$ cat src/rtl/adpcm_pkg.sv
// adpcm_pkg: shared constants, FI tables and codeword decode for the adaptation speed control
package adpcm_pkg;
  typedef enum logic [1:0] {
    RATE_16K = 2'b00,
    RATE_24K = 2'b01,
    RATE_32K = 2'b10,
    RATE_40K = 2'b11
  } rate_e;
  localparam logic [1:0][2:0] FI_16K = {3'd7, 3'd0};
  localparam logic [3:0][2:0] FI_24K = {3'd7, 3'd2, 3'd1, 3'd0};
  localparam logic [7:0][2:0] FI_32K = {3'd7, 3'd3, 3'd1, 3'd1, 3'd1, 3'd0, 3'd0, 3'd0};
  localparam logic [15:0][2:0] FI_40K = {3'd6, 3'd6, 3'd5, 3'd4, 3'd3, 3'd2, 3'd1, 3'd1,
                                         3'd1, 3'd1, 3'd1, 3'd0, 3'd0, 3'd0, 3'd0, 3'd0};
  localparam logic [12:0] Y_THR = 13'd1536;
  localparam logic [9:0] TR_LOAD = 10'd256;
  localparam logic [6:0] AL_SAT = 7'd64;
  localparam logic [9:0] AP_RST_DEF = 10'd0;
  localparam logic [11:0] DMS_RST_DEF = 12'd0;
  localparam logic [13:0] DML_RST_DEF = 14'd0;
  // one's-complement magnitude over the rate-dependent width, then table lookup
  function automatic logic [2:0] fi_of(input logic [1:0] rate, input logic [4:0] i);
    logic [3:0] im;
    im = rate == RATE_16K ? {3'b0, i[1] ? ~i[0] : i[0]}
       : rate == RATE_24K ? {2'b0, i[2] ? ~i[1:0] : i[1:0]}
       : rate == RATE_32K ? {1'b0, i[3] ? ~i[2:0] : i[2:0]}
       : (i[4] ? ~i[3:0] : i[3:0]);
    return rate == RATE_16K ? FI_16K[im[0]]
         : rate == RATE_24K ? FI_24K[im[1:0]]
         : rate == RATE_32K ? FI_32K[im[2:0]]
         : FI_40K[im];
  endfunction
endpackage

$ cat src/rtl/asc_leak_filt.sv
// asc_leak_filt: leaky accumulator q += ((x<<INSHIFT) - q) >>> SHIFT, with load override and scan shift
module asc_leak_filt #(
  parameter int WIDTH = 12,
  parameter int SHIFT = 5,
  parameter int INSHIFT = 9,
  parameter logic [WIDTH-1:0] RST = '0
) (
  input  logic             clk,
  input  logic             reset,
  input  logic             en,
  input  logic             ld,
  input  logic [WIDTH-1:0] ld_val,
  input  logic [2:0]       x,
  input  logic             se,
  input  logic             si,
  output logic [WIDTH-1:0] q,
  output logic [WIDTH-1:0] nxt,
  output logic             so
);
  logic [WIDTH-1:0] tgt;
  logic signed [WIDTH:0] dif;
  assign tgt = WIDTH'(x) << INSHIFT;
  // one extra bit so the difference sign-extends before the arithmetic shift
  assign dif = $signed({1'b0, tgt}) - $signed({1'b0, q});
  assign nxt = q + WIDTH'(dif >>> SHIFT);
  assign so = q[WIDTH-1];
  always_ff @(posedge clk)
    if (!reset) q <= RST;
    else if (se) q <= {q[WIDTH-2:0], si};
    else if (en) q <= ld ? ld_val : nxt;
endmodule

$ cat src/rtl/adap_speed_ctl.sv
// adap_speed_ctl: G.726 adaptation speed control, tracks DMS/DML/AP and derives AL
module adap_speed_ctl
  import adpcm_pkg::*;
#(
  parameter logic [9:0]  AP_RST  = AP_RST_DEF,
  parameter logic [11:0] DMS_RST = DMS_RST_DEF,
  parameter logic [13:0] DML_RST = DML_RST_DEF
) (
  input  logic        clk,
  input  logic        reset,
  input  logic        dly_strb,
  input  logic [4:0]  I,
  input  logic [1:0]  RATE,
  input  logic [12:0] Y,
  input  logic        TDP,
  input  logic        TR,
  output logic [6:0]  AL,
  input  logic        scan_in0,
  input  logic        scan_enable,
  input  logic        test_mode,
  output logic        scan_out0
);
  logic [2:0] fi;
  logic [11:0] dms, dmsp;
  logic [13:0] dml, dmlp;
  logic [9:0] ap, app;
  logic signed [14:0] dif;
  logic [14:0] difm;
  logic ax, so_dms, so_dml, unused_tm;
  assign unused_tm = test_mode;
  assign fi = fi_of(RATE, I);
  asc_leak_filt #(.WIDTH(12), .SHIFT(5), .INSHIFT(9), .RST(DMS_RST)) u_dms (
    .clk(clk), .reset(reset), .en(dly_strb), .ld(1'b0), .ld_val('0), .x(fi),
    .se(scan_enable), .si(scan_in0), .q(dms), .nxt(dmsp), .so(so_dms)
  );
  asc_leak_filt #(.WIDTH(14), .SHIFT(7), .INSHIFT(11), .RST(DML_RST)) u_dml (
    .clk(clk), .reset(reset), .en(dly_strb), .ld(1'b0), .ld_val('0), .x(fi),
    .se(scan_enable), .si(so_dms), .q(dml), .nxt(dmlp), .so(so_dml)
  );
  assign dif = $signed({1'b0, dmsp, 2'b00}) - $signed({1'b0, dmlp});
  assign difm = dif[14] ? 15'(-dif) : 15'(dif);
  assign ax = (difm >= 15'(dmlp >> 3)) || (Y < Y_THR) || TDP;
  asc_leak_filt #(.WIDTH(10), .SHIFT(4), .INSHIFT(9), .RST(AP_RST)) u_ap (
    .clk(clk), .reset(reset), .en(dly_strb), .ld(TR), .ld_val(TR_LOAD), .x({2'b00, ax}),
    .se(scan_enable), .si(so_dml), .q(ap), .nxt(app), .so(scan_out0)
  );
  assign AL = ap >= TR_LOAD ? AL_SAT : 7'(ap >> 2);
endmodule

$ cat config.mk
export PLATFORM = sky130hd
export DESIGN_NAME = adap_speed_ctl
export DESIGN_NICKNAME = d
export VERILOG_FILES = /design/src/rtl/adpcm_pkg.sv /design/src/rtl/asc_leak_filt.sv /design/src/rtl/adap_speed_ctl.sv
export SDC_FILE = /design/constraint.sdc
export NUM_CORES = 1
export LEC_CHECK = 0
export ABC_CLOCK_PERIOD_IN_PS = 23800
export BUFFER_PORTS_ARGS = -buffer_cell sky130_fd_sc_hd__buf_2
export CAP_MARGIN = 20
export CORE_MARGIN = 1.5
export CORE_UTILIZATION = 35
export DETAILED_ROUTE_END_ITERATION = 6
export SETUP_SLACK_MARGIN = 0.2
export SYNTH_ARGS = -nofsm -noshare
export SYNTH_HDL_FRONTEND = slang
export SYNTH_SLANG_ARGS = --single-unit
export TNS_END_PERCENT = 5
$ cat constraint.sdc
create_clock -name clk -period 23.8 [get_ports clk]
set_clock_uncertainty 0.15 [all_clocks]
set_input_delay 4.76 -clock clk [delete_from_list [all_inputs] [get_ports clk]]
set_output_delay 4.76 -clock clk [all_outputs]
set_load 0.05 [all_outputs]
### Word level (Yosys, flattened, before mapping)

Memories as Yosys holds them, arrays and structs flattened.
Index checks and enable logic that the tools add are counted.

| storage, ports and cells | value |
|---|---|
| bits in read-only memories | 72 |
| bits in latches | 0 |
| RAM bits | 0 |
| bits of input ports | 28 |
| memories | 2 |
| output and inout port bits | 8 |
| flip-flop bits (word level) | 36 |

Memory list:

| memory | depth | bits a word | rd ports | clocked after Yosys merged registers in | wr ports | RTL line | text |
|---|---|---|---|---|---|---|---|
| (name not given) | 16 | 3 | 1 | 0 | 0 | adpcm_pkg.sv:30 | `: FI_40K[im];` |
| (name not given) | 8 | 3 | 1 | 0 | 0 | adpcm_pkg.sv:29 | `: rate == RATE_32K ? FI_32K[im[2:0]]` |

| operators by class | value |
|---|---|
| div/mod/pow operators | 0 |
| mux-type cells | 25 |
| magnitude comparators | 7 |
| eq/ne operators | 2 |
| reductions and logical operators | 4 |
| shift operators | 0 |
| $add $sub $neg | 8 |
| bitwise logic cells | 4 |
| $mul | 0 |

Operator list:

| kind | number |
|---|---|
| $mux W10 | 3 |
| $sub A14 B14 Y15 | 2 |
| $mux W14 | 2 |
| $mux W3 | 9 |
| $mux W12 | 2 |
| $mux W4 | 4 |
| $ge A15 B11 Y1 | 1 |
| $mux W15 | 1 |
| $neg A15 Y15 | 1 |
| $add A14 B14 Y14 | 1 |
| $lt A13 B11 Y1 const B | 1 |
| $sub A12 B12 Y13 | 1 |
| $add A12 B12 Y12 | 1 |
| $sub A10 B10 Y11 | 1 |
| $add A10 B10 Y10 | 1 |
| $ge A10 B9 Y1 const B | 1 |
| $mux W7 | 1 |
| $bmux W3 S2 | 1 |
| $lt A4 B5 Y1 const B | 1 |
| $lt A3 B4 Y1 const B | 1 |
| $not A4 Y4 | 1 |
| $lt A2 B3 Y1 const B | 1 |
| $not A3 Y3 | 1 |
| $eq A2 B1 Y1 const B | 1 |
| 9 further kinds | 10 |

### Longest topological paths before layout

| logic depth | value |
|---|---|
| word-level depth | 23 |
| mapped depth | 49 |
| mapped depth without buffers | 48 |

### Modules after synthesis

From an unflattened synthesis, not the netlist that was laid out.

| unflattened totals | value |
|---|---|
| cells, all modules | 778 |
| area total of the unflattened synthesis | 5,855.6 µm² |

Modules (own cells, without submodules):

| module | cells each | sequential area each (µm²) | area an instance (µm²) | times used |
|---|---|---|---|---|
| asc_leak_filt (u_dms) | 231 | 240.2 | 1,720.4 | 1 |
| asc_leak_filt (u_dml) | 211 | 280.3 | 1,589.0 | 1 |
| adap_speed_ctl | 201 | 0.0 | 1,465.2 | 1 |
| asc_leak_filt (u_ap) | 135 | 200.2 | 1,081.0 | 1 |

### Worst setup path after synthesis

No wires, ideal clock.

| path | value |
|---|---|
| path type | input-to-reg |
| start | in RATE[1] |
| end | reg u_ap.q[7] |
| arrival time | 13.399 ns |
| path slack | 10.127 ns |
| buffers on the path | 1 |
| setup time | 0.123 ns |
| cell stages on the path | 43 |
| path through | clkbuf_1 -> inv_1 -> nand3_1 -> o221ai_1 -> xor2_1 -> nand2b_1 -> mux2i_1 -> a32o_1 -> a222oi_1 -> ha_1 -> a21oi_1 -> nor2b_1 -> o21a_1 -> nor2_1 -> ha_1 -> a21boi_1 -> nor2_1 -> nor2_1 -> [... 7 more ...] -> o21ai_0 -> nor2_1 -> xnor2_1 -> ha_1 -> a21o_1 -> a21o_1 -> a2111oi_0 -> o221a_2 -> nand2_1 -> or4_1 -> ha_1 -> xor2_1 -> ha_1 -> a21o_1 -> maj3_1 -> xor2_1 -> a221oi_1 -> nor2b_1 |

| between the ends | value |
|---|---|
| cells in the longest elaborated chain, start to end | 22 |

Ends and longest elaborated chain:

| item | RTL line | text |
|---|---|---|
| start, declared | adap_speed_ctl.sv:13 | `input logic [1:0] RATE,` |
| $eq A2 B2 Y1 | adpcm_pkg.sv:25, adpcm_pkg.sv:29 |  |
| $mux W4 | adpcm_pkg.sv:25 | `: rate == RATE_32K ? {1'b0, i[3] ? ~i[2:0] : i[2:0]}` |
| $mux W4 | adpcm_pkg.sv:24 | `: rate == RATE_24K ? {2'b0, i[2] ? ~i[1:0] : i[1:0]}` |
| $mux W4 | adpcm_pkg.sv:23 | `im = rate == RATE_16K ? {3'b0, i[1] ? ~i[0] : i[0]}` |
| $mem_v2 Z16 W3 / $mem_v2 Z8 W3 (equally long branches) | -- |  |
| $mux W3, on equally long branches | adpcm_pkg.sv:30, adpcm_pkg.sv:29 |  |
| $mux W3 | adpcm_pkg.sv:29 |  |
| $mux W3 | adpcm_pkg.sv:28 | `: rate == RATE_24K ? FI_24K[im[1:0]]` |
| [... 4 more ...] | -- |  |
| $neg A15 Y15 | adap_speed_ctl.sv:41 | `assign difm = dif[14] ? 15'(-dif) : 15'(dif);` |
| $mux W15 | adap_speed_ctl.sv:41 |  |
| $ge A15 B11 Y1 (*) | adap_speed_ctl.sv:42 | `assign ax = (difm >= 15'(dmlp >> 3)) \|\| (Y < Y_THR) \|\| TDP;` |
| $logic_or A1 B1 Y1 (*) (2 in a row) | adap_speed_ctl.sv:42 |  |
| $sub A10 B10 Y11 (*) | asc_leak_filt.sv:24 | `assign dif = $signed({1'b0, tgt}) - $signed({1'b0, q});` |
| $add A10 B10 Y10 (*) | asc_leak_filt.sv:25 | `assign nxt = q + WIDTH'(dif >>> SHIFT);` |
| $mux W10 (*) (2 in a row) | asc_leak_filt.sv:30 | `else if (en) q <= ld ? ld_val : nxt;` |
| $mux W10 (*) | asc_leak_filt.sv:29 | `else if (se) q <= {q[WIDTH-2:0], si};` |
| end signal, assigned | asc_leak_filt.sv:29 |  |
| end signal, assigned | asc_leak_filt.sv:30 |  |
| end, declared | asc_leak_filt.sv:16 | `output logic [WIDTH-1:0] q,` |

Every way passes the cells marked *; elsewhere a longest branch is shown, timed or not. The select of a mux whose other input is x is not followed.
A chain may end at the register's enable or synchronous reset.

### Worst setup path in the final report

| path | value |
|---|---|
| start | in RATE[0] |
| end | reg u_ap.q[8] |

The elaborated chain is that of the path after synthesis.

==> key figures <==
Status
  – Status: finished, final reports clean

STA
  – RSZ-0062 raised after global routing: false
  – Pins Over Slew Limit: 0
  – Crit share post-route: 63.75%
  – Hold WS: 0.3548 ns
  – Fmax: 65.91 MHz
  – Fin. Hold Viols: 0
  – Setup_tns: 0 ns
  – Worst Setup Slack, final: 8.628 ns
  – Final setup viols: 0
  – Slew @ Worst Pin: 0.9943 ns
  – Slew margin rel.: 33.20%
  – Fin crit period: 15.17 ns

Synthesis
  – Post-synth top area cell: dfxtp_1
  – Synth Area per Inst: 7.710 um2
  – Post-synthesis cell count: 709
  – Sequential area share after synthesis: 13.18%
  – Yosys Warn Count: 0
  – Syn_nets: 792
  – Number of distinct library cells after synthesis: 95
  – Top FF cell, synth: dfxtp_1
  – Post-synth ARST share: 0%
  – Post-Synthesis Cell Area: 5466 um2
  – Post-synth EDFFs: 0
  – Synth top area cells: dfxtp_1 13%, ha_1 12%, xnor2_1 6.4%, xor2_1 4.2%, a21oi_1 3.9%
  – Yosys reg bits: 36
  – Most common cell in the netlist: nand2_1
  – Top-area cell type share of the netlist area: 13.18%
  – Most frequent cells after synthesis: 53 x nand2_1, 52 x ha_1, 52 x nor2_1

Route
  – WL/cell: 15.08 um
  – Via-to-Cell Ratio: 5.515
  – TritonRoute pass-1 iters: 7
  – Iteration-0 DRC Markers: 363
  – Routed WL: 13.56 mm
  – Drc violations: 0
  – Post-DRT Antenna Nets: 0
  – DR vias: 4,958

Setup path
  – CP Class: primary input to register
  – R2R Setup Slk: 13.60 ns
  – Worst setup SP type: primary input
  – Req. time, crit path: 23.86 ns
  – Critical Path Slowest Stage Cell: or4_1
  – CP max stage delay: 0.61 ns
  – CP max FO: 13
  – CP Capture Type: register
  – Worst Path Arrival: 15.23 ns

Cells and area
  – Layout cell share with drive strength beyond 1: 10.27%
  – Layout Utilization: 38.53%
  – Post-layout net count: 793
  – Synth-to-layout area growth: 7.141%
  – Inserted Diodes: 0
  – # fillers: 1,605

Placement
  – # port buffers: 25
  – GPL Wtd Cong: 0.8227
  – Placement Setup Slack: 8.402 ns
  – DP HPWL: 10.49 mm

Clock tree
  – CTS hold repair buffers: 0
  – Setup Buffers After CTS: 0
  – Clk buf depth: 2
  – Post_cts resized: 0
  – Later-pin clock latency in the skew report: 0.29 ns
  – CTS Buf Count: 5
  – Clk slew on worst S/H paths: 0.06 ns
  – CTS tree: yes
  – Htree depth: 2
  – Clock root cell: clkbuf_16
  – TritonCTS Sinks: 36

Floorplan
  – Core ar.: 15,200 um2
  – Die Height: 128.0 um
  – Die area: 16,380 um2
  – I/O pin cnt: 36
  – Die Wd: 128.0 um
  – Site row count: 45
  – Initial Utilization: 35.96%

GRT
  – GRT met1 Usage: 23.55%
  – Vias in the first global route: 4,530
  – Grt peak-use layer: met2
  – First-pass GRT wire length: 22.97 mm
  – Initial antenna violation count: 0
  – Largest net degree at the start of global routing: 56
  – Met2 GRT Util: 28.72%
  – GRT Overall Usage: 17.12%
  – GR Overflow Total: 0
  – Met3 Use GR: 1.586%

Run
  – Max_cap viols: 0

Worst hold path
  – Worst min-delay path category: register to register
## final cells by class
cell class / count / area (um2) / share of cell area, %
tap: 188 / 235.2 / 4.016
multi-input combinational: 606 / 4477 / 76.44
timing repair buffer: 25 / 125.1 / 2.136
clock buffer: 6 / 128.9 / 2.200
inverter: 36 / 135.1 / 2.307
clock inverter: 2 / 35.03 / 0.5982
sequential: 36 / 720.7 / 12.31
## cell families (layout without fill, tap and decap cells)
kind of cell | Yosys count | count (layout) | share of synthesized area (%)
AOI/OAI and AO/OA | 208 | 208 | 27.65
xor gates and xnor gates | 72 | 72 | 12.47
adders and majority gates | 56 | 56 | 13.18
buffers and inverters | 67 | 69 | 4.921
DFF | 36 | 36 | 13.18
muxes | 16 | 16 | 2.953
and+or+nand+nor | 254 | 254 | 25.63
## routing by layer
metal,vias to the layer above,wire length (um)
met5,-,0
met4,0,239
met3,13,349
met2,88,6232
met1,2275,6735
li1,2582,-
## worst paths after layout
kind	start	depth (start not counted)	to
hold / removal	u_dml.q[11]	2	u_dml.q[12]
setup / recovery	RATE[0]	43	u_ap.q[8]
hold reg to reg	u_dml.q[11]	2	u_dml.q[12]
setup reg to reg	u_dml.q[1]	40	u_ap.q[8]
## critical path: cells and delay by family
| kind | cells | cell delay [ns] |
|---|---|---|
| mux | 1 | 0.07 |
| buf+inv | 1 | 0.18 |
| simple gates | 11 | 1.96 |
| xor+xnor | 4 | 0.95 |
| fa+ha+maj | 6 | 2.09 |
| compound gates | 20 | 5.18 |
## per-stage QoR
| step | cell area, um2 | instances |
|---|---|---|
| finish | 5857 | 899 |
| global route | 5857 | 899 |
| CTS | 5857 | 899 |
| detailed placement | 5693 | 891 |
| global placement | 5693 | 891 |
| floorplan | 5466 | 709 |
## cell usage in the layout (no fill, tap or decap), types with 13 or more instances in the layout
cell,netlist,final
mux2i_1,15,15
xor2_1,26,26
a21o_1,19,19
inv_1,34,34
nor3_1,22,22
buf_2,5,25
a21oi_1,43,43
nand2_1,53,53
and2_1,24,24
o21ai_0,36,36
xnor2_1,40,40
nand3_1,13,13
nor2_1,52,52
ha_1,52,52
nor2b_1,19,19
dfxtp_1,36,36
## sequential cells by signal, summed over array words and instances, names as in the netlist
name / flops
u_ap.q: 10
u_dml.q: 14
u_dms.q: 12
Power is left out: the tool's default activity adds up to more than one toggle a clock period on the data nets, which glitch-free logic cannot reach.
